===== src/rtl/eu_wb_arbiter_pkg.sv =====
// Shared types for the writeback arbiter: the writeback packet and the FIFO count-width helper.
package eu_pkg;

    typedef struct packed {
        logic [31:0] result;
        logic [4:0]  rob_id;
        logic [5:0]  dest;
        logic        wb_valid;
    } wb_packet_t;

    // Count must represent 0..depth inclusive, hence depth+1 states.
    function automatic int cnt_width(input int depth);
        return $clog2(depth + 1);
    endfunction

endpackage


===== src/rtl/eu_wb_arbiter_if.sv =====
// Writeback arbiter bus: fast/slow result inputs, register-file/ROB outputs, flush and status.
interface eu_wb_arbiter_if #(parameter int DEPTH = 4);

    logic        flush_i;
    logic        fast_valid_i;
    logic        fast_wb_valid_i;
    logic [31:0] fast_result_i;
    logic [4:0]  fast_rob_id_i;
    logic [5:0]  fast_dest_i;
    logic        slow_valid_i;
    logic        slow_ready_o;
    logic        slow_wb_valid_i;
    logic [31:0] slow_result_i;
    logic [4:0]  slow_rob_id_i;
    logic [5:0]  slow_dest_i;
    logic        issue_stall_o;
    logic        wen_o;
    logic [31:0] we_data_o;
    logic [5:0]  we_dest_o;
    logic        complete_o;
    logic [4:0]  rob_id_o;
    logic [eu_pkg::cnt_width(DEPTH)-1:0] fifo_count_o;

    modport slave (
        input  flush_i, fast_valid_i, fast_wb_valid_i, fast_result_i, fast_rob_id_i, fast_dest_i,
        input  slow_valid_i, slow_wb_valid_i, slow_result_i, slow_rob_id_i, slow_dest_i,
        output slow_ready_o, issue_stall_o, wen_o, we_data_o, we_dest_o, complete_o, rob_id_o,
        output fifo_count_o
    );

    modport master (
        output flush_i, fast_valid_i, fast_wb_valid_i, fast_result_i, fast_rob_id_i, fast_dest_i,
        output slow_valid_i, slow_wb_valid_i, slow_result_i, slow_rob_id_i, slow_dest_i,
        input  slow_ready_o, issue_stall_o, wen_o, we_data_o, we_dest_o, complete_o, rob_id_o,
        input  fifo_count_o
    );

endinterface


===== src/rtl/eu_wb_arbiter_fifo.sv =====
// wb_fifo: synchronous FIFO of writeback packets; head read combinationally, 1-cycle push-to-visible.
// No internal backpressure: caller must not push when full or pop when empty; flush empties it.
module wb_fifo
    import eu_pkg::*;
#(
    parameter int DEPTH = 4
) (
    input  logic                        clk,
    input  logic                        rst,
    input  logic                        push_vld,
    input  wb_packet_t                  push_dat,
    input  logic                        pop_vld,
    input  logic                        flush,
    output wb_packet_t                  head_dat,
    output logic [cnt_width(DEPTH)-1:0] count,
    output logic                        full,
    output logic                        empty
);

    localparam int PW = (DEPTH > 1) ? $clog2(DEPTH) : 1;
    localparam int CW = cnt_width(DEPTH);

    wb_packet_t     mem_q [DEPTH];
    wb_packet_t     mem_d [DEPTH];
    logic [PW-1:0]  wr_ptr_q, wr_ptr_d;
    logic [PW-1:0]  rd_ptr_q, rd_ptr_d;
    logic [CW-1:0]  count_q, count_d;

    always_comb begin
        mem_d    = mem_q;
        wr_ptr_d = wr_ptr_q;
        rd_ptr_d = rd_ptr_q;
        count_d  = count_q;
        if (flush) begin
            wr_ptr_d = '0;
            rd_ptr_d = '0;
            count_d  = '0;
        end else begin
            // Pointers wrap naturally because DEPTH is a power of two.
            if (push_vld) begin
                mem_d[wr_ptr_q] = push_dat;
                wr_ptr_d        = wr_ptr_q + 1'b1;
            end
            if (pop_vld) begin
                rd_ptr_d = rd_ptr_q + 1'b1;
            end
            if (push_vld && !pop_vld) begin
                count_d = count_q + 1'b1;
            end else if (!push_vld && pop_vld) begin
                count_d = count_q - 1'b1;
            end
        end
    end

    always_ff @(posedge clk or posedge rst) begin
        if (rst) begin
            mem_q    <= '{default: '0};
            wr_ptr_q <= '0;
            rd_ptr_q <= '0;
            count_q  <= '0;
        end else begin
            mem_q    <= mem_d;
            wr_ptr_q <= wr_ptr_d;
            rd_ptr_q <= rd_ptr_d;
            count_q  <= count_d;
        end
    end

    assign head_dat = mem_q[rd_ptr_q];
    assign count    = count_q;
    assign full     = (count_q == CW'(DEPTH));
    assign empty    = (count_q == '0);

endmodule


===== src/rtl/eu_wb_arbiter.sv =====
// eu_wb_arbiter: shares one writeback port between fast (absolute priority) and FIFO-buffered slow results.
// Latency: fast 1 cycle, slow >= 2 cycles (1 with EU_WB_BYPASS_EN); slow_ready_o drops when full/flush, issue_stall_o throttles fast.
module eu_wb_arbiter
    import eu_pkg::*;
#(
    parameter int DEPTH        = 4,
    parameter int STARVE_LIMIT = 8
) (
    input  logic             cpu_clock_i,
    input  logic             cpu_reset_i,
    eu_wb_arbiter_if.slave   wb
);

    localparam int CW = cnt_width(DEPTH);
    localparam int SW = $clog2(STARVE_LIMIT + 1);

    wb_packet_t     fast_pkt, slow_pkt, head_pkt, sel_pkt;
    logic           sel_vld;
    logic           fifo_full, fifo_empty;
    logic [CW-1:0]  fifo_count;
    logic           slow_accept, bypass, push_vld, pop_vld;

    logic           wen_q, wen_d;
    logic           complete_q, complete_d;
    logic [31:0]    data_q, data_d;
    logic [5:0]     dest_q, dest_d;
    logic [4:0]     rob_q, rob_d;
    logic [SW-1:0]  starve_q, starve_d;

    assign fast_pkt = '{result: wb.fast_result_i, rob_id: wb.fast_rob_id_i,
                        dest: wb.fast_dest_i, wb_valid: wb.fast_wb_valid_i};
    assign slow_pkt = '{result: wb.slow_result_i, rob_id: wb.slow_rob_id_i,
                        dest: wb.slow_dest_i, wb_valid: wb.slow_wb_valid_i};

    // Ready depends on the registered count only: a full FIFO refuses even while it pops.
    assign wb.slow_ready_o = !cpu_reset_i && !fifo_full && !wb.flush_i;
    assign slow_accept     = wb.slow_valid_i && wb.slow_ready_o;

`ifdef EU_WB_BYPASS_EN
    assign bypass = slow_accept && fifo_empty && !wb.fast_valid_i;
`else
    assign bypass = 1'b0;
`endif

    assign push_vld = slow_accept && !bypass;
    assign pop_vld  = !wb.flush_i && !wb.fast_valid_i && !fifo_empty;

    wb_fifo #(.DEPTH(DEPTH)) u_fifo (
        .clk      (cpu_clock_i),
        .rst      (cpu_reset_i),
        .push_vld (push_vld),
        .push_dat (slow_pkt),
        .pop_vld  (pop_vld),
        .flush    (wb.flush_i),
        .head_dat (head_pkt),
        .count    (fifo_count),
        .full     (fifo_full),
        .empty    (fifo_empty)
    );

    always_comb begin
        sel_vld = 1'b0;
        sel_pkt = fast_pkt;
        if (!wb.flush_i) begin
            if (wb.fast_valid_i) begin
                sel_vld = 1'b1;
            end else if (pop_vld) begin
                sel_vld = 1'b1;
                sel_pkt = head_pkt;
            end else if (bypass) begin
                sel_vld = 1'b1;
                sel_pkt = slow_pkt;
            end
        end
    end

    always_comb begin
        complete_d = sel_vld;
        wen_d      = sel_vld && sel_pkt.wb_valid;
        data_d     = sel_vld ? sel_pkt.result : data_q;
        dest_d     = sel_vld ? sel_pkt.dest   : dest_q;
        rob_d      = sel_vld ? sel_pkt.rob_id : rob_q;
    end

    // Counts cycles the current head has waited; cleared on empty, pop or flush.
    always_comb begin
        starve_d = starve_q;
        if (wb.flush_i || fifo_empty || pop_vld) begin
            starve_d = '0;
        end else if (starve_q != SW'(STARVE_LIMIT)) begin
            starve_d = starve_q + 1'b1;
        end
    end

    always_ff @(posedge cpu_clock_i or posedge cpu_reset_i) begin
        if (cpu_reset_i) begin
            wen_q      <= 1'b0;
            complete_q <= 1'b0;
            data_q     <= '0;
            dest_q     <= '0;
            rob_q      <= '0;
            starve_q   <= '0;
        end else begin
            wen_q      <= wen_d;
            complete_q <= complete_d;
            data_q     <= data_d;
            dest_q     <= dest_d;
            rob_q      <= rob_d;
            starve_q   <= starve_d;
        end
    end

    assign wb.wen_o         = wen_q;
    assign wb.complete_o    = complete_q;
    assign wb.we_data_o     = data_q;
    assign wb.we_dest_o     = dest_q;
    assign wb.rob_id_o      = rob_q;
    assign wb.issue_stall_o = (starve_q == SW'(STARVE_LIMIT));
    assign wb.fifo_count_o  = fifo_count;

endmodule

===== src/flat_wrapper.sv =====
// flat-port wrapper written by rule: the top's interface ports become plain ports
module eu_wb_arbiter_flat import eu_pkg::*;
#(
    parameter int DEPTH        = 4,
    parameter int STARVE_LIMIT = 8
)
  (cpu_clock_i, cpu_reset_i, wb_flush_i, wb_fast_valid_i, wb_fast_wb_valid_i, wb_fast_result_i, wb_fast_rob_id_i, wb_fast_dest_i, wb_slow_valid_i, wb_slow_wb_valid_i, wb_slow_result_i, wb_slow_rob_id_i, wb_slow_dest_i, wb_slow_ready_o, wb_issue_stall_o, wb_wen_o, wb_we_data_o, wb_we_dest_o, wb_complete_o, wb_rob_id_o, wb_fifo_count_o);
  eu_wb_arbiter_if #(.DEPTH(DEPTH)) wb_i ();
  input  logic cpu_clock_i;
  input  logic cpu_reset_i;
  input wire logic [$bits(wb_i.flush_i)-1:0] wb_flush_i;
  input wire logic [$bits(wb_i.fast_valid_i)-1:0] wb_fast_valid_i;
  input wire logic [$bits(wb_i.fast_wb_valid_i)-1:0] wb_fast_wb_valid_i;
  input wire logic [$bits(wb_i.fast_result_i)-1:0] wb_fast_result_i;
  input wire logic [$bits(wb_i.fast_rob_id_i)-1:0] wb_fast_rob_id_i;
  input wire logic [$bits(wb_i.fast_dest_i)-1:0] wb_fast_dest_i;
  input wire logic [$bits(wb_i.slow_valid_i)-1:0] wb_slow_valid_i;
  input wire logic [$bits(wb_i.slow_wb_valid_i)-1:0] wb_slow_wb_valid_i;
  input wire logic [$bits(wb_i.slow_result_i)-1:0] wb_slow_result_i;
  input wire logic [$bits(wb_i.slow_rob_id_i)-1:0] wb_slow_rob_id_i;
  input wire logic [$bits(wb_i.slow_dest_i)-1:0] wb_slow_dest_i;
  output wire logic [$bits(wb_i.slow_ready_o)-1:0] wb_slow_ready_o;
  output wire logic [$bits(wb_i.issue_stall_o)-1:0] wb_issue_stall_o;
  output wire logic [$bits(wb_i.wen_o)-1:0] wb_wen_o;
  output wire logic [$bits(wb_i.we_data_o)-1:0] wb_we_data_o;
  output wire logic [$bits(wb_i.we_dest_o)-1:0] wb_we_dest_o;
  output wire logic [$bits(wb_i.complete_o)-1:0] wb_complete_o;
  output wire logic [$bits(wb_i.rob_id_o)-1:0] wb_rob_id_o;
  output wire logic [$bits(wb_i.fifo_count_o)-1:0] wb_fifo_count_o;
  assign wb_i.flush_i = wb_flush_i;
  assign wb_i.fast_valid_i = wb_fast_valid_i;
  assign wb_i.fast_wb_valid_i = wb_fast_wb_valid_i;
  assign wb_i.fast_result_i = wb_fast_result_i;
  assign wb_i.fast_rob_id_i = wb_fast_rob_id_i;
  assign wb_i.fast_dest_i = wb_fast_dest_i;
  assign wb_i.slow_valid_i = wb_slow_valid_i;
  assign wb_i.slow_wb_valid_i = wb_slow_wb_valid_i;
  assign wb_i.slow_result_i = wb_slow_result_i;
  assign wb_i.slow_rob_id_i = wb_slow_rob_id_i;
  assign wb_i.slow_dest_i = wb_slow_dest_i;
  assign wb_slow_ready_o = wb_i.slow_ready_o;
  assign wb_issue_stall_o = wb_i.issue_stall_o;
  assign wb_wen_o = wb_i.wen_o;
  assign wb_we_data_o = wb_i.we_data_o;
  assign wb_we_dest_o = wb_i.we_dest_o;
  assign wb_complete_o = wb_i.complete_o;
  assign wb_rob_id_o = wb_i.rob_id_o;
  assign wb_fifo_count_o = wb_i.fifo_count_o;
  eu_wb_arbiter #(.DEPTH(DEPTH), .STARVE_LIMIT(STARVE_LIMIT)) u_core (.cpu_clock_i(cpu_clock_i), .cpu_reset_i(cpu_reset_i), .wb(wb_i));
endmodule

===== config.mk =====
export PLATFORM = sky130hd
export DESIGN_NAME = eu_wb_arbiter_flat
export DESIGN_NICKNAME = d
export VERILOG_FILES = /design/src/rtl/eu_wb_arbiter_pkg.sv /design/src/rtl/eu_wb_arbiter_if.sv /design/src/rtl/eu_wb_arbiter_fifo.sv /design/src/rtl/eu_wb_arbiter.sv /design/src/flat_wrapper.sv
export SDC_FILE = /design/constraint.sdc
export NUM_CORES = 1
export LEC_CHECK = 0
export ABC_AREA = 0
export BUFFER_PORTS_ARGS = -buffer_cell sky130_fd_sc_hd__buf_2
export CAP_MARGIN = 10
export CORE_MARGIN = 4
export CORE_UTILIZATION = 45
export DETAILED_ROUTE_END_ITERATION = 8
export PLACE_DENSITY = 0.73
export SYNTH_ARGS = -nofsm -noshare
export SYNTH_HDL_FRONTEND = slang
export SYNTH_SLANG_ARGS = --single-unit

===== constraint.sdc =====
create_clock -name cpu_clock_i -period 18.85 [get_ports cpu_clock_i]
set_input_delay 3.77 -clock cpu_clock_i [delete_from_list [all_inputs] [get_ports cpu_clock_i]]
set_output_delay 3.77 -clock cpu_clock_i [all_outputs]
set_load 0.05 [all_outputs]

## After elaboration in Yosys (flattened, before gate mapping)

Cells that the tools add are included.

- Add/subtract/negate cells: 5
- Multiply operators: 0
- Div/mod/pow operators: 0
- Order comparisons: 3
- Equal/unequal tests: 3
- Shift-type cells: 0
- Multiplexer cells: 21
- Bitwise gates (word level): 3
- Reductions and logical operators: 24

Operator list:

| operator | count |
|---|---|
| $mux W44 | 6 |
| $bwmux W176 | 1 |
| $bmux W44 S2 | 1 |
| $demux W44 S2 | 1 |
| $logic_and A1 B1 Y1 | 9 |
| $mux W3 | 3 |
| $mux W2 | 4 |
| $mux W4 | 2 |
| $logic_not A1 Y1 | 7 |
| $ge A3 B3 Y1 const B | 2 |
| $not A2 Y3 | 2 |
| $reduce_bool A2 Y1 | 3 |
| $add A2 B1 Y2 const B | 2 |
| $add A4 B1 Y4 const B | 1 |
| $eq A4 B4 Y1 const B | 1 |
| $ne A4 B4 Y1 const B | 1 |
| $add A3 B1 Y3 const B | 1 |
| $eq A3 B3 Y1 const B | 1 |
| $logic_not A3 Y1 | 1 |
| $lt A3 B1 Y1 const B | 1 |
| $mux W1 | 3 |
| $reduce_bool A3 Y1 | 1 |
| $sub A3 B1 Y3 const B | 1 |
| $logic_or A1 B1 Y1 | 2 |
| other kinds (2) | 2 |

- Bits in registers: 232
- Bits in latches: 0
- RAM bits: 0
- Bits in read-only memories: 0
- Bits of input ports: 93
- Output and inout port bits: 50
- Word-level logic and storage cells: 84
- Memories: 0

## Depth between registers and ports, before layout

Gate-level depths: netlist of run 1.

- Word-level depth: 10
- Mapped depth: 10

## Cells and area by module

From an unflattened synthesis of run 1, not the netlist that was laid out.

- Cells, all modules: 652
- Area, all modules: 11270.8 um^2

By module, submodules not included:

| module | times used | cells an instance | area each (um^2) |
|---|---|---|---|
| wb_fifo | 1 | 470 | 8892.3 |
| eu_wb_arbiter | 1 | 182 | 2378.5 |

## Worst setup path before layout of run 1

No wires, ideal clock.

- Path kind: input to output
- Start: input wb_flush_i
- End: output wb_slow_ready_o
- Data arrival time: 5.341 ns
- Required time: 15.080 ns
- Path slack: 9.739 ns
- Stages: 3
- Path buffers: 2
- Cells stage by stage: clkbuf_1 > clkbuf_1 > a211oi_1

- Cells in the longest elaborated chain, start to end: 2

Ends and longest elaborated chain:

| item | line | source |
|---|---|---|
| from (decl) | flat_wrapper.sv:11 | `input wire logic [$bits(wb_i.flush_i)-1:0] wb_flush_i;` |
| $logic_not A1 Y1 | eu_wb_arbiter.sv:36 | `assign wb.slow_ready_o = !cpu_reset_i && !fifo_full && !wb.flush_i;` |
| $logic_and A1 B1 Y1 | eu_wb_arbiter.sv:36 |  |
| to (decl) | flat_wrapper.sv:22 | `output wire logic [$bits(wb_i.slow_ready_o)-1:0] wb_slow_ready_o;` |

No other way between the ends.

## Final worst setup path of run 1

Ends and elaborated chain as after synthesis.

==> results of run 1 <==
==> worst max-delay path, stage by stage <==
cell,delay [ns]
buf_2,0.23
a211oi_1,0.23
buf_2,0.30
==> final cells by class <==
| type | instances | area [µm²] | share of cell area, % |
|---|---|---|---|
| well taps | 285 | 357 | 2.96 |
| repair buffers | 150 | 771 | 6.39 |
| multi-input cells | 447 | 4230 | 35.1 |
| clock inverters | 8 | 119 | 0.986 |
| flip-flops and latches | 232 | 5810 | 48.2 |
| inverters | 9 | 41.3 | 0.342 |
| clock buffers | 37 | 731 | 6.06 |
==> power groups by stage <==
| stage | logic, µW | registers, µW | clock network (µW) |
|---|---|---|---|
| floorplan | 334 | 885 | 0 |
| CTS | 605 | 759 | 517 |
| global route | 641 | 781 | 539 |
| detailed placement | 604 | 768 | 0 |
| global placement | 589 | 760 | 0 |
| finish | 598 | 757 | 504 |
==> through the flow <==
step                      worst slack, ns  area [µm²]  instances
final                               10.54       12100       1168
after global routing                10.47       12100       1168
after CTS                           10.53       12100       1168
after detailed placement            10.55       11200       1123
after global placement              10.54       11200       1123
after floorplan                      8.72       10300        733
==> registers in the layout (all words and copies together) (netlist names) <==
signal,cells
u_core.u_fifo.wr_ptr_q,2
u_core.u_fifo.mem_q,176
u_core.wb.rob_id_o,5
u_core.u_fifo.count,3
u_core.wb.we_data_o,32
u_core.wb.we_dest_o,6
u_core.starve_q,4
u_core.wb.complete_o,1
u_core.u_fifo.rd_ptr_q,2
u_core.wb.wen_o,1
==> cell usage after synthesis <==
master | number | area [µm²]
nand2_1 | 68 | 255
a31oi_1 | 30 | 188
inv_1 | 9 | 33.8
nand2_2 | 4 | 25.0
nand3_1 | 2 | 10.0
or3_2 | 2 | 15.0
nor3_1 | 11 | 55.1
a221o_1 | 5 | 50.1
buf_1 | 2 | 7.51
nand2b_1 | 2 | 12.5
ha_1 | 6 | 75.1
o22ai_1 | 8 | 50.1
clkbuf_1 | 21 | 78.8
mux4_2 | 44 | 991
dfrtp_1 | 232 | 5810
buf_6 | 16 | 180
and2_2 | 1 | 7.51
xor2_1 | 2 | 17.5
a21oi_1 | 2 | 10.0
nand3b_1 | 1 | 7.51
o21ai_0 | 1 | 5.00
a22o_1 | 5 | 43.8
a2111oi_4 | 1 | 27.5
nor4_1 | 1 | 6.26
a22oi_1 | 1 | 7.51
mux2_2 | 176 | 1980
fa_1 | 1 | 20.0
buf_2 | 6 | 30.0
mux2i_1 | 5 | 50.1
nor2b_1 | 1 | 6.26
or4b_2 | 1 | 10.0
a211oi_1 | 2 | 15.0
xnor2_1 | 5 | 43.8
nor2_1 | 59 | 221
==> path summary, 6_finish.rpt <==
| path | startpoint | end |
|---|---|---|
| min in group asynchronous | cpu_reset_i | u_core.u_fifo.mem_q[102] |
| hold reg to reg | u_core.u_fifo.mem_q[53] | u_core.u_fifo.mem_q[53] |
| setup reg to reg | u_core.u_fifo.count[2] | u_core.u_fifo.count[2] |
| hold / removal | u_core.u_fifo.mem_q[53] | u_core.u_fifo.mem_q[53] |
| max in group asynchronous | cpu_reset_i | u_core.u_fifo.rd_ptr_q[0] |
| setup / recovery | wb_flush_i | wb_slow_ready_o |
==> per-layer routing <==
layer	global-route usage, %	wire length (µm)
met1	25.7	10400
met2	28.6	10700
met3	3.51	1190
met4	4.42	406
met5	0	13
==> cells by family (layout without fill, tap and decap cells) <==
logic type / after synthesis / after routing / share of synthesized area, %
compound gates: 55 / 55 / 3.83
xor+xnor: 7 / 7 / 0.593
fa+ha+maj: 7 / 7 / 0.919
buf+inv: 54 / 204 / 3.19
flops: 232 / 232 / 56.1
mux: 225 / 225 / 29.2
simple gates: 153 / 153 / 6.11
==> run_results.csv, run 1 <==
group,metric,value,unit
run_status,status,"completed",
global_route,gr-total-overflow,0,
clock_network,cts_tree,"built",
worst_setup_path,r2r_cells,7,
cells_and_area,diodes,0,
worst_setup_path,cp-end-kind,"primary output",
pwr,p_leak,0.00565,µW
sta,fmax,120,MHz
sta,finalSetupTns,0,ns
pwr,fin_total_pwr,1860,µW
synth,synth_warnings,0,
clock_network,ctsHtreeMaxLevel,1,
drt,drc_errors,0,
drt,vias,6351,
sta,hold_viol_final,0,
worst_setup_path,r2r_slack,15.59,ns
pwr,p_switching,644,µW
worst_setup_path,start_kind,"input pin",
sta,finalSetupViolations,0,
worst_setup_path,crit_required,15.08,ns
synth,netlist_instances,733,
drt,drt_first_iter_violations,302,
placed_design,io_buffers,142,
pwr,pwr-share-seq,40.7,%
cells_and_area,fin_util,53.3,%
worst_setup_path,crit_fanout,17,
hold_path,hold_class,"reg2reg",
global_route,antenna_found_initial,1,
sta,layout_min_cycle_time,8.31,ns
clock_network,clk_pin_slew,0.05,ns
cells_and_area,final.fill_count,1931,
clock_network,cts_hold_buf,0,
placed_design,gp_congestion,0.723,
global_route,first_global_vias,6692,
floorplan,die_h,160,µm
pwr,power_frac_clock,27.1,%
cells_and_area,layout.cells.most_common,"dfrtp_1",
cells_and_area,synthToLayoutAreaGrowth,16.6,%
floorplan,die_x,160,µm
global_route,grt_pass1_wl,37.1,mm
sta,slew_violations,0,
clock_network,cts_root_buf,"clkbuf_16",
sta,skew,0.0177,ns
sta,fin_crit_sh,44.1,%
sta,rsz0062_at_grt,"false",
drt,drt.antenna.violating_nets,0,
worst_setup_path,crit_type,"in2out",
synth,ys_ff_latch,232,
floorplan,die_area,25500,µm²
hold_path,hold_path_depth,1,
clock_network,postCtsSetupRepairBufs,0,
cells_and_area,layout_common_cells,"dfrtp_1 (230), mux2_2 (176), buf_2 (142), nand2_1 (67), nor2_1 (58)",
worst_setup_path,arrival,4.54,ns
floorplan,fp-row-count,55,
pwr,p_per_area,154,nW/µm²
global_route,grt.total_usage,17.9,%
clock_network,cts.path.max_buffers,3,
drt,wl,22.8,mm
clock_network,clk_latency,0.52,ns
synth,synthesis.area,10300,µm²
floorplan,io_pins,143,
drt,routed_via_density,5.44,
sta,tightest_slew,1.04,ns
clock_network,cts_made_buffers,25,
pwr,p_comb_share,32.2,%
clock_network,cts_sinks,232,
synth,synth_area_per_cell,14.1,µm²
pwr,ir_drop,0.0000990,V
floorplan,core-area,22600,µm²
global_route,grt_max_degree,156,
sta,holdWs,0.498,ns
placed_design,dp_hpwl,14.5,mm
drt,avgRoutedWirePerCell,19.5,µm
floorplan,initial_core_util,45.7,%
cells_and_area,layout.nets,965,
flow_run,drv_cap,0,
pwr,netSwitchingFraction,34.6,%
synth,synth-seq-area-share,56.1,%
cells_and_area,final_layout_size_suffix_gt1_share,48.1,%
pwr,p_int,1220,µW
sta,maxSlewHeadroom,30.9,%
clock_network,ctsResizeCount,0,
synth,yosys.cell_types.count,34,
synth,syn-num-nets,833,
drt,first_pass_iters,4,
Power figures use the tool's default switching activity.
==> run 2: changes to the inputs <==
--- a/config.mk
+++ b/config.mk
@@ -11,7 +11,7 @@
 export CORE_MARGIN = 4
 export CORE_UTILIZATION = 45
 export DETAILED_ROUTE_END_ITERATION = 8
-export PLACE_DENSITY = 0.73
+export PLACE_DENSITY = 0.75
 export SYNTH_ARGS = -nofsm -noshare
 export SYNTH_HDL_FRONTEND = slang
 export SYNTH_SLANG_ARGS = --single-unit
==> constraint.sdc (replaced) <==
create_clock -name cpu_clock_i -period 7.3 [get_ports cpu_clock_i]
set_input_delay 1.46 -clock cpu_clock_i [delete_from_list [all_inputs] [get_ports cpu_clock_i]]
set_output_delay 1.46 -clock cpu_clock_i [all_outputs]
set_load 0.05 [all_outputs]
==> run 2 against run 1 <==
  * Design area grew 0.37%
  * Combinational power increased to 2.6 times the previous value
  * Critical path depth grew 5
  * Sequential power grew to 2.6 times the previous value
  * Largest cell class unchanged
  * Worst hold slack better by 0.0018 ns
==> run_results.csv, run 2 (synthesis gave the netlist of run 1 again) <==
group,metric,value,unit
run_status,status,"completed",
cells_and_area,synthToLayoutAreaGrowth,17.0,%
clock_network,cts.path.max_buffers,3,
floorplan,die_h,160,µm
worst_setup_path,r2r_start,"u_core.u_fifo.count[2]",
global_route,grt_pass1_wl,36.8,mm
worst_setup_path,critPathBufInv,1,
worst_setup_path,path_delay_family,"simple AND/OR/NAND/NOR gates",
cells_and_area,layout.cells.most_common,"dfrtp_1",
sta,fmax,265,MHz
clock_network,clk_pin_slew,0.06,ns
clock_network,cts_made_buffers,26,
placed_design,dp_hpwl,14.1,mm
global_route,first_global_vias,6677,
pwr,p_per_area,398,nW/µm²
floorplan,initial_core_util,45.7,%
sta,maxSlewHeadroom,31.6,%
floorplan,io_pins,143,
worst_setup_path,slowest_stage,"or4b_2",
global_route,grt_max_degree,192,
drt,first_pass_iters,4,
drt,wl,22.5,mm
sta,tightest_slew,1.03,ns
pwr,ir_drop,0.000270,V
worst_setup_path,r2r_cells,7,
clock_network,clk_latency,0.52,ns
floorplan,die_x,160,µm
global_route,grt.total_usage,17.8,%
sta,finalSetupTns,0,ns
worst_setup_path,startpoint,"wb_flush_i",
placed_design,io_buffers,142,
drt,routed_via_density,5.41,
sta,skew,0.0110,ns
worst_setup_path,start_kind,"input pin",
worst_setup_path,critical_path.endpoint,"u_core.u_fifo.count[2]",
floorplan,die_area,25500,µm²
worst_setup_path,crit_required,7.68,ns
clock_network,ctsResizeCount,0,
sta,hold_viol_final,0,
clock_network,cts_hold_buf,0,
worst_setup_path,path_cells,"buf_2, nor2_1, nand2_2, and2_2, fa_1, or4b_2, nand2_1, a211oi_1",
clock_network,ctsHtreeMaxLevel,1,
clock_network,cts_sinks,232,
floorplan,core-area,22600,µm²
sta,rsz0062_at_grt,"false",
global_route,gr-total-overflow,0,
drt,drt.antenna.violating_nets,0,
clock_network,cts_root_buf,"clkbuf_16",
worst_setup_path,r2r_slack,4.14,ns
cells_and_area,layout.nets,967,
worst_setup_path,crit_fanout,40,
pwr,p_leak,0.00566,µW
flow_run,drv_cap,0,
drt,drt_first_iter_violations,394,
placed_design,gp_congestion,0.722,
global_route,antenna_found_initial,5,
cells_and_area,final_layout_size_suffix_gt1_share,48.4,%
sta,layout_min_cycle_time,3.77,ns
clock_network,postCtsSetupRepairBufs,0,
worst_setup_path,crit_type,"in2reg",
worst_setup_path,cp-end-kind,"flip-flop",
sta,slew_violations,0,
worst_setup_path,max_stage_delay,0.69,ns
drt,avgRoutedWirePerCell,19.2,µm
clock_network,cts_tree,"built",
cells_and_area,layout_common_cells,"dfrtp_1 (230), mux2_2 (176), buf_2 (142), nand2_1 (67), nor2_1 (58)",
cells_and_area,largest_reg_flops,176,
sta,finalSetupViolations,0,
floorplan,fp-row-count,55,
drt,drc_errors,0,
worst_setup_path,r2r-end,"u_core.u_fifo.count[2]",
worst_setup_path,cp_num_cells,8,
hold_path,hold_class,"reg2reg",
drt,vias,6337,
sta,fin_crit_sh,51.6,%
sta,holdWs,0.500,ns
cells_and_area,top_register,"u_core.u_fifo.mem_q",
worst_setup_path,arrival,4.15,ns
[run 2: changes by cell type in the layout (fill, tap and decap cells not counted), sizes merged]
cell      previous run  this run
clkinv               4         5
inv                 10        11
bufinv               3         2
diode                0         1
clkbuf              37        35
clkinvlp             0         3
buf                150       151
[run 2: final cells by class]
cell class	instances	area (µm²)
Multi-Input combinational cell	447	4230
Inverter	9	37.5
Antenna cell	1	2.50
Tap cell	285	357
Sequential cell	232	5810
Timing Repair Buffer	151	791
Clock buffer	35	736
Fill cell	1877	10500
Clock inverter	12	140
[run 2: worst min path at each step]
stage	endpoint	startpoint	cells after the start	slack, ns
after floorplan	u_core.u_fifo.mem_q[45]	u_core.u_fifo.mem_q[45]	1	0.47
after global placement	u_core.u_fifo.mem_q[47]	u_core.u_fifo.mem_q[47]	1	0.48
after detailed placement	u_core.u_fifo.mem_q[5]	u_core.u_fifo.mem_q[5]	1	0.49
after CTS	u_core.u_fifo.mem_q[5]	u_core.u_fifo.mem_q[5]	1	0.50
after global routing	u_core.u_fifo.mem_q[5]	u_core.u_fifo.mem_q[5]	1	0.51
final	u_core.u_fifo.mem_q[74]	u_core.u_fifo.mem_q[74]	1	0.50
[run 2: per-layer routing]
layer | track usage [%] | wire (µm)
met4 | 3.83 | 283
met2 | 29.4 | 10700
met3 | 4.26 | 1280
met1 | 24.2 | 10100
met5 | 0 | 55
[run 2: worst register-to-register path: cells and delay by family, from the launching register on]
family	cells	cell delay, ns
flops	1	0.57
fa+ha+maj	1	0.43
simple gates	5	1.96
compound gates	1	0.07
[run 2: per-stage QoR]
step | instances | total power, µW | instance area (µm²) | setup WS (ns) | util (%)
global route | 1172 | 5080 | 12100 | 3.39 | 53.5
floorplan | 733 | 3150 | 10300 | 2.80 | -
detailed placement | 1124 | 3540 | 11200 | 2.97 | 49.6
global placement | 1124 | 3490 | 11200 | 3.02 | 49.6
CTS | 1171 | 4860 | 12100 | 3.51 | 53.4
finish | 1172 | 4820 | 12100 | 3.53 | 53.5
[run 2: where the power goes]
part	internal [µW]	total, µW	switching [µW]	leakage [µW]
Clock	786	1310	526	0.000424
Combinational	667	1560	889	0.00227
Sequential	1680	1950	271	0.00296
Total	3130	4820	1690	0.00566
